$ cat config.mk
export PLATFORM = sky130hd
export DESIGN_NAME = hls_ctrl_sequencer
export DESIGN_NICKNAME = d
export VERILOG_FILES = /design/src/rtl/hls_ctrl_sequencer.sv
export SDC_FILE = /design/constraint.sdc
export NUM_CORES = 1
export LEC_CHECK = 0
export CORE_MARGIN = 1
export CORE_UTILIZATION = 50
export DETAILED_ROUTE_END_ITERATION = 16
export GPL_TIMING_DRIVEN = 0
export PLACE_DENSITY = 0.79
export SYNTH_ARGS = -nofsm -noshare
export SYNTH_HDL_FRONTEND = slang
export SYNTH_SLANG_ARGS = --single-unit
$ cat constraint.sdc
create_clock -name ap_clk -period 2.8 [get_ports ap_clk]
set_input_delay 0.56 -clock ap_clk [delete_from_list [all_inputs] [get_ports ap_clk]]
set_output_delay 0.56 -clock ap_clk [all_outputs]
set_load 0.02 [all_outputs]
$ cat src/rtl/hls_ctrl_sequencer.sv
// Initiator side of the ap_ctrl_hs handshake: runs an accelerator for N frames,
// counts completions, measures per-run latency and guards against hung runs.
module hls_ctrl_sequencer #(
    parameter int CNT_W          = 16,
    parameter int CYC_W          = 32,
    parameter int TIMEOUT_CYCLES = 16777215
) (
    input  logic             ap_clk,
    input  logic             ap_rst_n,
    input  logic             cmd_valid,
    output logic             cmd_ready,
    input  logic [CNT_W-1:0] cmd_frames,
    input  logic             abort,
    output logic             acc_ap_start,
    input  logic             acc_ap_ready,
    input  logic             acc_ap_done,
    input  logic             acc_ap_idle,
    output logic             busy,
    output logic [CNT_W-1:0] frames_done,
    output logic [CYC_W-1:0] last_latency,
    output logic             lat_valid,
    output logic             done_pulse,
    output logic             err_timeout
);

    localparam logic [2:0] ST_IDLE      = 3'd0;
    localparam logic [2:0] ST_START     = 3'd1;
    localparam logic [2:0] ST_WAIT_DONE = 3'd2;
    localparam logic [2:0] ST_DRAIN     = 3'd3;
    localparam logic [2:0] ST_ERROR     = 3'd4;

    localparam logic [CYC_W-1:0] TIMEOUT_LIM = CYC_W'(TIMEOUT_CYCLES);

    logic [2:0]       state_q, state_d;
    logic             start_q, start_d;
    logic [CNT_W-1:0] framesDone_q, framesDone_d;
    logic [CNT_W-1:0] remaining_q, remaining_d;
    logic [CYC_W-1:0] cyc_q, cyc_d;
    logic [CYC_W-1:0] lastLat_q, lastLat_d;
    logic             latValid_q, latValid_d;
    logic             donePulse_q, donePulse_d;
    logic             errTimeout_q, errTimeout_d;
    logic [CYC_W-1:0] cycInc;

    assign cmd_ready    = ap_rst_n && (state_q == ST_IDLE);
    assign acc_ap_start = start_q;
    assign busy         = (state_q != ST_IDLE);
    assign frames_done  = framesDone_q;
    assign last_latency = lastLat_q;
    assign lat_valid    = latValid_q;
    assign done_pulse   = donePulse_q;
    assign err_timeout  = errTimeout_q;

    assign cycInc = (cyc_q == '1) ? cyc_q : cyc_q + CYC_W'(1);

    always_comb begin
        state_d      = state_q;
        start_d      = start_q;
        framesDone_d = framesDone_q;
        remaining_d  = remaining_q;
        cyc_d        = cyc_q;
        lastLat_d    = lastLat_q;
        latValid_d   = 1'b0;
        donePulse_d  = 1'b0;
        errTimeout_d = errTimeout_q;

        case (state_q)
            ST_IDLE: begin
                if (cmd_valid && cmd_ready) begin
                    framesDone_d = '0;
                    errTimeout_d = 1'b0;
                    if (cmd_frames == '0) begin
                        donePulse_d = 1'b1;
                    end else begin
                        remaining_d = cmd_frames;
                        cyc_d       = CYC_W'(1);
                        start_d     = 1'b1;
                        state_d     = ST_START;
                    end
                end
            end

            ST_START, ST_WAIT_DONE: begin
                cyc_d = cycInc;
                // A completion seen together with abort or the timeout limit is still recorded.
                if (acc_ap_done) begin
                    lastLat_d    = cyc_q;
                    latValid_d   = 1'b1;
                    framesDone_d = framesDone_q + CNT_W'(1);
                    remaining_d  = remaining_q - CNT_W'(1);
                    if (abort) begin
                        start_d = 1'b0;
                        state_d = ST_DRAIN;
                    end else if (remaining_q == CNT_W'(1)) begin
                        start_d     = 1'b0;
                        donePulse_d = 1'b1;
                        state_d     = ST_IDLE;
                    end else begin
                        cyc_d   = CYC_W'(1);
                        start_d = 1'b1;
                        state_d = ST_START;
                    end
                end else if (abort) begin
                    start_d = 1'b0;
                    state_d = ST_DRAIN;
                end else if (cyc_q == TIMEOUT_LIM) begin
                    start_d      = 1'b0;
                    errTimeout_d = 1'b1;
                    state_d      = ST_ERROR;
                end else if ((state_q == ST_START) && acc_ap_ready) begin
                    start_d = 1'b0;
                    state_d = ST_WAIT_DONE;
                end
            end

            ST_ERROR: begin
                start_d = 1'b0;
                if (abort) begin
                    state_d = ST_DRAIN;
                end
            end

            ST_DRAIN: begin
                start_d = 1'b0;
                if (acc_ap_idle) begin
                    state_d = ST_IDLE;
                end
            end

            default: begin
                start_d = 1'b0;
                state_d = ST_IDLE;
            end
        endcase
    end

    always_ff @(posedge ap_clk) begin
        if (!ap_rst_n) begin
            state_q      <= ST_IDLE;
            start_q      <= 1'b0;
            framesDone_q <= '0;
            remaining_q  <= '0;
            cyc_q        <= '0;
            lastLat_q    <= '0;
            latValid_q   <= 1'b0;
            donePulse_q  <= 1'b0;
            errTimeout_q <= 1'b0;
        end else begin
            state_q      <= state_d;
            start_q      <= start_d;
            framesDone_q <= framesDone_d;
            remaining_q  <= remaining_d;
            cyc_q        <= cyc_d;
            lastLat_q    <= lastLat_d;
            latValid_q   <= latValid_d;
            donePulse_q  <= donePulse_d;
            errTimeout_q <= errTimeout_d;
        end
    end

endmodule

* Word level (Yosys, flattened, before mapping)
Cells that the tools add are included.
Storage, ports and cells: register bits 103, bits in latches 0, bits in writable memories 0, ROM bits 0, output and inout port bits 54, memories kept 0
Operators by class: $add $sub $neg 3, multiply operators 0, div/mod/pow operators 0, $lt $le $gt $ge 0, eq/ne operators 16, shift operators 0, multiplexer cells 46, bitwise gates (word level) 0, reduce and logical (&&, ||, !) cells 16
Operators by type and width (count):
- $mux 32 | 6
- $mux 16 | 5
- $pmux 16 s2 | 2
- $pmux 32 s2 | 1
- $add 32x1->32 const B | 1
- $eq 32x24->1 const B | 1
- $eq 32x32->1 const B | 1
- $mux 3 | 8
- $mux 1 | 19
- $add 16x1->16 const B | 1
- $eq 16x1->1 const B | 1
- $logic_not 16->1 | 1
- $sub 16x1->16 const B | 1
- $ne 2x2->1 const B | 7
- $pmux 3 s4 | 1
- $reduce_and 5->1 | 2
- $reduce_and 3->1 | 3
- $eq 3x2->1 const B | 2
- $pmux 1 s2 | 3
- $ne 5x5->1 const B | 1
- $reduce_and 2->1 | 2
- $reduce_and 4->1 | 1
- $eq 3x1->1 const B | 1
- $eq 3x3->1 const B | 1
- other kinds (7) | 9

* Depth between registers and ports, before layout
Gate-level depths: netlist of run 1.
word-level depth 7, gate-level depth with buffers 9, gate-level depth less buffers 8

* Worst setup path after synthesis of run 1
Ideal clock, no wire load.
kind input to register, start input port cmd_frames[11], end register remaining_q[12], setup time 130 ps, arrival time 2058 ps, path slack 612 ps, stages on the path 7, path through nor4_1 > nand4_1 > a21o_1 > nand2_1 > clkbuf_1 > buf_1 > o31ai_1
On the way: word-level cells in the longest chain between the ends 3
RTL lines:
- start: declaration | line 12 | input logic [CNT_W-1:0] cmd_frames,
- $logic_not 16->1 | line 72 | if (cmd_frames == '0) begin
- $ne 2x2->1 (no line)
- $reduce_and 4->1 (no line)
- end signal: assignment | line 152 | remaining_q <= remaining_d;
- end: declaration | line 37 | logic [CNT_W-1:0] remaining_q, remaining_d;
Every way passes these cells. A chain may end at the register's enable or synchronous reset.

* Final worst setup path of run 1
start input port cmd_frames[3], end register remaining_q[9]
Same word-level chain as after synthesis.

==> flow_summary.yaml, run 1 <==
critical_path:
  rr_worst_depth: 8
  crit_fanout: 10
  crit_start: "cmd_frames[3]"
  end_kind: "flip-flop"
  crit_type: "input pin to flip-flop"
  timing.rr.end: "cyc_q[5]$_SDFFE_PN0P_"
  crit_path_start_kind: "input pin"
  reg2reg_from: "cyc_q[0]$_SDFFE_PN0P_"
  cp.arrival_ns: 2.97
  r2r_setup_slack_ns: 0.25
  crit_required_ns: 3.03
die:
  initial_utilization_pct: 51.8
  die_y_um: 103
  dieArea_mm2: 0.0105
  core_mm2: 0.00977
  num_rows: 36
  die_w_um: 103
  num_io_pins: 77
synth:
  synth_top_area_share_pct: 40.7
  async_flop_share_pct: 0
  synth_cell_type_count: 56
  synth_cells: 650
  syn-num-nets: 677
  yosysWarningCount: 0
  ys.flop_type: "dfxtp_1"
  synth_common_cells: "dfxtp_1 (103), nand2_1 (103), nor2_1 (77)"
  synth_area_mm2: 0.00506
  synth_top_cell_by_area: "dfxtp_1"
  postSynthRegisterBits: 103
  synth_area_per_cell_um2: 7.79
  synthTopCellsByArea: "dfxtp_1 (41%), nand2_1 (7.6%), a21oi_1 (6.0%), nor2_1 (5.7%), xnor2_1 (4.5%)"
  synth_edf_count: 0
  synth-seq-area-share_pct: 40.7
clock_network:
  tritoncts: "built"
  postCtsHoldBufs: 0
  h-tree-depth: 3
  clk_latency_ns: 0.37
  cts_sinks: 103
  clkTransAtPathRegs_ns: 0.09
  clockBufferDepth: 2
  cts-root-buf: "clkbuf_8"
  cts_made_buffers: 9
global_routing:
  track_usage_pct: 27.1
  grt_pass1_vias: 4652
  grt_pass1_wl_um: 22300
  grt_overflow_total: 0
  antenna_found_initial: 0
  grt_max_degree: 19
routing:
  first_iter_violations: 264
  wire_per_inst_um: 16.0
  vias: 5021
  viasPerCell: 5.76
  drt-total-wl_um: 13900
  drtPass1Iterations: 5
  final_antenna_net_count: 0
  drcViolationCount: 0
timing:
  skew_ns: 0.00970
  max_freq_mhz: 365
  period_minus_slack_ns: 2.74
  finalMaxSlewViolations: 0
  finalCritPeriodShare_pct: 97.8
  hold_violations: 0
  rsz0062_at_grt: "no"
  worstMarginPinSlew_ns: 0.840
  fin_tns_setup_ns: 0
  relSlewSlack_pct: 43.5
  setup_viol: 0
power_and_ir_drop:
  leakage_nw: 2.02
  power.density_mw_per_mm2: 566
  power_frac_clock_pct: 24.7
  seq_power_share_pct: 46.3
  p_comb_share_pct: 29.0
  p_int_mw: 2.22
  switchingPower_mw: 1.27
  power_mw: 3.50
  peakVddDrop_uv: 311
  sw_frac_of_total_pct: 36.4
hold_path:
  whs_path_depth: 2
  hold_end: "last_latency[26]$_SDFFE_PN0P_"
  min_from: "last_latency[26]$_SDFFE_PN0P_"
  hold_class: "flip-flop to flip-flop"
finish:
  n_antenna_cell: 0
  nNetsFinal: 763
  synthToLayoutAreaGrowth_pct: 22.0
  nFillCells: 897
  drive_gt1_share_pct: 4.87
placement:
  io_buffers: 75
  place_hpwl_um: 10300
  gp_congestion: 0.942
status:
  status: "completed"
run:
  max_cap_viol_count: 0
state kept, by name, summed over array words and instances (netlist names):
| name | cells |
|---|---|
| acc_ap_start | 1 |
| cyc_q | 32 |
| done_pulse | 1 |
| err_timeout | 1 |
| frames_done | 16 |
| last_latency | 32 |
| lat_valid | 1 |
| remaining_q | 16 |
| state_q | 3 |
worst max path at each step:
stage                                               to  slack [ns]  cells past startpoint
after CTS                  remaining_q[9]$_SDFFE_PN0P_       0.004                      8
after global routing       remaining_q[9]$_SDFFE_PN0P_        0.03                      8
after global placement     remaining_q[4]$_SDFFE_PN0P_       -0.44                      8
after detailed placement  remaining_q[12]$_SDFFE_PN0P_       -0.50                      8
after floorplan           remaining_q[12]$_SDFFE_PN0P_        0.61                      7
final                      remaining_q[9]$_SDFFE_PN0P_        0.06                      8
cells by family after synthesis:
logic type      Yosys count  synth area share [%]
flops                   103                  40.7
xor+xnor                 41                  7.09
compound gates          126                  15.2
fa+ha+maj                 4                 0.989
buf+inv                  51                  4.00
mux                       2                 0.395
simple gates            323                  31.5
power groups by stage:
stage	combinational, mW	clock [mW]	sequential, mW
after floorplan	0.675	0	1.64
after global placement	0.991	0	1.65
after detailed placement	0.995	0	1.65
after CTS	0.999	0.873	1.61
after global routing	1.11	0.923	1.63
final	1.02	0.864	1.62
through the flow:
stage	hold WS, ns	instances	setup WS (ns)	instance area [um2]	utilization [%]
final	0.459	872	0.0620	6170	63.2
after global routing	0.477	872	0.0256	6170	63.2
after CTS	0.460	871	0.00430	6160	63.0
after detailed placement	0.447	858	-0.504	5980	61.2
after global placement	0.445	858	-0.444	5980	61.2
after floorplan	0.451	650	0.612	5060	-
critical path, stage by stage:
cell             delay, ns
clkdlybuf4s50_1       0.43
nor4_1                0.47
nand4_1               0.29
a21o_1                0.33
nand2_1               0.11
clkbuf_1              0.35
buf_2                 0.32
o31ai_1               0.11
routing by layer:
| metal | up-vias | part of all wire, % | routed length [um] | track usage, % |
|---|---|---|---|---|
| met5 | - | 0 | 0 | 0 |
| met4 | 0 | 2.0 | 272 | 11.8 |
| met3 | 26 | 4.8 | 667 | 2.85 |
| met2 | 162 | 49 | 6870 | 47.9 |
| met1 | 2371 | 44 | 6110 | 33.3 |
| li1 | 2462 | - | - | - |
layout by cell type, fill, tap and decap left out, types with 6 or more instances in the layout:
cell / netlist / routed
nor2_1: 77 / 77
o211ai_1: 12 / 12
and2_1: 6 / 6
dfxtp_1: 103 / 103
and3_1: 8 / 8
xnor2_1: 26 / 26
or3_1: 6 / 6
clkbuf_1: 35 / 33
nand3_1: 30 / 30
o31ai_1: 13 / 13
nor4_1: 23 / 23
nand2_1: 103 / 103
a21oi_1: 61 / 59
clkbuf_8: 0 / 11
xor2_1: 15 / 15
clkdlybuf4s50_1: 0 / 74
o21ai_0: 9 / 9
nor3_1: 25 / 25
nand4_1: 15 / 15
a31oi_1: 8 / 8
inv_1: 10 / 10
final cells by class:
cell class              count  area (um2)  area share, %
multi-input cells         496        2810           45.6
flip-flops and latches    103        2060           33.4
repair buffers             76         761           12.3
well taps                 133         166           2.70
plain buffers              39         160           2.59
clock buffers              11         151           2.45
inverters                  11        41.3          0.669
clock inverters             3        20.0          0.324
what timing repair did:
action,CTS,global route
setup buffers,0,1
pin swaps,0,1
setup endpoints to repair,20,32
resized for setup,3,4
Note: power is estimated with default switching activity, not from simulation.
==> inputs of run 2 (changes only) <==
- ABC_CLOCK_PERIOD_IN_PS: not set -> 2350
- CORE_UTILIZATION: 50 -> 49
- PLACE_DENSITY: 0.79 -> 0.8
- clock period: 2.8 -> 2.35 ns (I/O delays scaled with it)
==> run 2 against run 1 <==
Largest cell class unchanged. Register-to-register slack got worse by 0.21 ns. Clock power up 22%. Flip-flop and latch count did not move. Count of clock-buffer cells in the layout is 2 lower. Highest routed layer unchanged. Total power is 21% higher. Via count increased by 1.8%. Worst hold slack hardly changed. Die area increased by 2.0%. First-iteration DRC count increased by 28%. Core utilization rose by 0.68 points. Sequential share of layout area fell by 0.67 points. Final area up 2.5%.
==> flow_summary.yaml, run 2 (same netlist as run 1, synthesis figures left out) <==
status:
  status: "completed"
critical_path:
  cpPeakStageDelay_ns: 0.52
  reg2reg_from: "cyc_q[1]$_SDFFE_PN0P_"
  cp.arrival_ns: 2.58
  crit_fanout: 8
  crit_required_ns: 2.61
  critPathSlowestCell: "or4_4"
  crit_start: "cyc_q[1]$_SDFFE_PN0P_"
  path_depth: 8
  worstPathCellList: "ha_2, nand4_1, or4_4, buf_6, or3_4, nor4b_4, xnor2_1, nor2_1"
  timing.rr.end: "cyc_q[11]$_SDFFE_PN0P_"
  crit_path_start_kind: "flip-flop"
  r2r_setup_slack_ns: 0.04
  rr_worst_depth: 8
  path_buf_inv: 1
  crit_path_end: "cyc_q[11]$_SDFFE_PN0P_"
  crit_type: "flip-flop to flip-flop"
  path_delay_family: "simple AND/OR/NAND/NOR gates"
  end_kind: "flip-flop"
run:
  max_cap_viol_count: 0
clock_network:
  h-tree-depth: 3
  cts_sinks: 103
  clkTransAtPathRegs_ns: 0.11
  cts_made_buffers: 9
  cts-root-buf: "clkbuf_8"
  tritoncts: "built"
  clockBufferDepth: 2
  clk_latency_ns: 0.37
hold_path:
  hold_class: "flip-flop to flip-flop"
  whs_path_depth: 2
finish:
  synthToLayoutAreaGrowth_pct: 25.0
  nNetsFinal: 767
  n_antenna_cell: 0
  drive_gt1_share_pct: 9.54
  nFillCells: 874
  final_cells: 877
  final_cell_mix: "nand2_1 (103), dfxtp_1 (98), nor2_1 (75)"
  layout_commonest_cell: "nand2_1"
timing:
  period_minus_slack_ns: 2.31
  setup_viol: 0
  worstMarginPinSlew_ns: 0.557
  max_freq_mhz: 432
  hold_violations: 0
  relSlewSlack_pct: 62.7
  finalMaxSlewViolations: 0
  finalCritPeriodShare_pct: 98.5
  skew_ns: 0.0115
routing:
  drt-total-wl_um: 14000
  drcViolationCount: 0
  first_iter_violations: 339
  drtPass1Iterations: 6
  wire_per_inst_um: 16.0
  final_antenna_net_count: 0
  vias: 5109
  viasPerCell: 5.83
power_and_ir_drop:
  power.density_mw_per_mm2: 671
  peakVddDrop_uv: 382
  leakage_nw: 2.09
  power_mw: 4.24
die:
  die_y_um: 104
  dieArea_mm2: 0.0107
  core_mm2: 0.00991
  num_rows: 36
  initial_utilization_pct: 51.1
  num_io_pins: 77
  die_w_um: 104
global_routing:
  grt_pass1_vias: 4899
  grt_pass1_wl_um: 23200
  grt_overflow_total: 0
  grt_max_degree: 19
  track_usage_pct: 25.9
  antenna_found_initial: 0
placement:
  gp_congestion: 0.909
  dp_cells: 858
  io_buffers: 75
  place_hpwl_um: 9930
-- run 2: worst register-to-register path: stages, from the launching register on --
cell	delay (ns)
dfxtp_2	0.39
ha_2	0.21
nand4_1	0.16
or4_4	0.52
buf_6	0.16
or3_4	0.41
nor4b_4	0.15
xnor2_1	0.15
nor2_1	0.05
-- run 2: layout make-up --
| type | count | area, um2 | area share (%) |
|---|---|---|---|
| clock inverters | 6 | 53.8 | 0.850 |
| plain buffers | 37 | 183 | 2.89 |
| inverters | 11 | 41.3 | 0.653 |
| flip-flops and latches | 103 | 2070 | 32.7 |
| well taps | 133 | 166 | 2.63 |
| repair buffers | 82 | 798 | 12.6 |
| multi-input cells | 496 | 2890 | 45.7 |
| clock buffers | 9 | 124 | 1.96 |
-- run 2: routing by layer --
layer	routed length, um	vias up	GRT usage (%)
li1	-	2473	-
met1	6250	2399	33.5
met2	6610	204	42.9
met3	916	33	5.79
met4	255	0	7.87
met5	0	-	0
-- run 2: how the worst min path moves through the flow --
stage / slack, ns / endpoint / start
5_1_grt: 0.48 / last_latency[12]$_SDFFE_PN0P_ / last_latency[12]$_SDFFE_PN0P_
3_5_place_dp: 0.45 / last_latency[12]$_SDFFE_PN0P_ / last_latency[12]$_SDFFE_PN0P_
3_3_place_gp: 0.44 / last_latency[13]$_SDFFE_PN0P_ / last_latency[13]$_SDFFE_PN0P_
2_1_floorplan: 0.45 / remaining_q[10]$_SDFFE_PN0P_ / remaining_q[10]$_SDFFE_PN0P_
4_1_cts: 0.46 / last_latency[12]$_SDFFE_PN0P_ / last_latency[12]$_SDFFE_PN0P_
6_report: 0.46 / last_latency[12]$_SDFFE_PN0P_ / last_latency[12]$_SDFFE_PN0P_
-- run 2: power by group --
group,internal (mW),leakage (nW),switching (mW)
Combinational,0.415,1.17,0.834
Sequential,1.84,0.836,0.102
Clock,0.403,0.0939,0.650
Total,2.66,2.09,1.59
-- run 2: stage by stage --
stage | worst slack (ns) | instance area [um2] | hold slack [ns] | util [%] | TNS [ns]
floorplan | 0.172 | 5060 | 0.451 | - | 0
global placement | -1.08 | 5980 | 0.444 | 60.3 | -42.12
detailed placement | -1.11 | 5980 | 0.446 | 60.3 | -44.57
CTS | 0.00194 | 6260 | 0.459 | 63.2 | 0
global route | -0.0184 | 6330 | 0.476 | 63.9 | -0.0759
finish | 0.0351 | 6330 | 0.459 | 63.9 | 0
-- run 2: repair_timing --
| item | CTS | global route |
|---|---|---|
| buffers inserted | 6 | 1 |
| setup endpoints to repair | 85 | 75 |
| endpoints found under the hold margin | 0 | 0 |
| gates resized for setup | 20 | 37 |
| hold buffers | 0 | 0 |
| pin swaps | 4 | 2 |
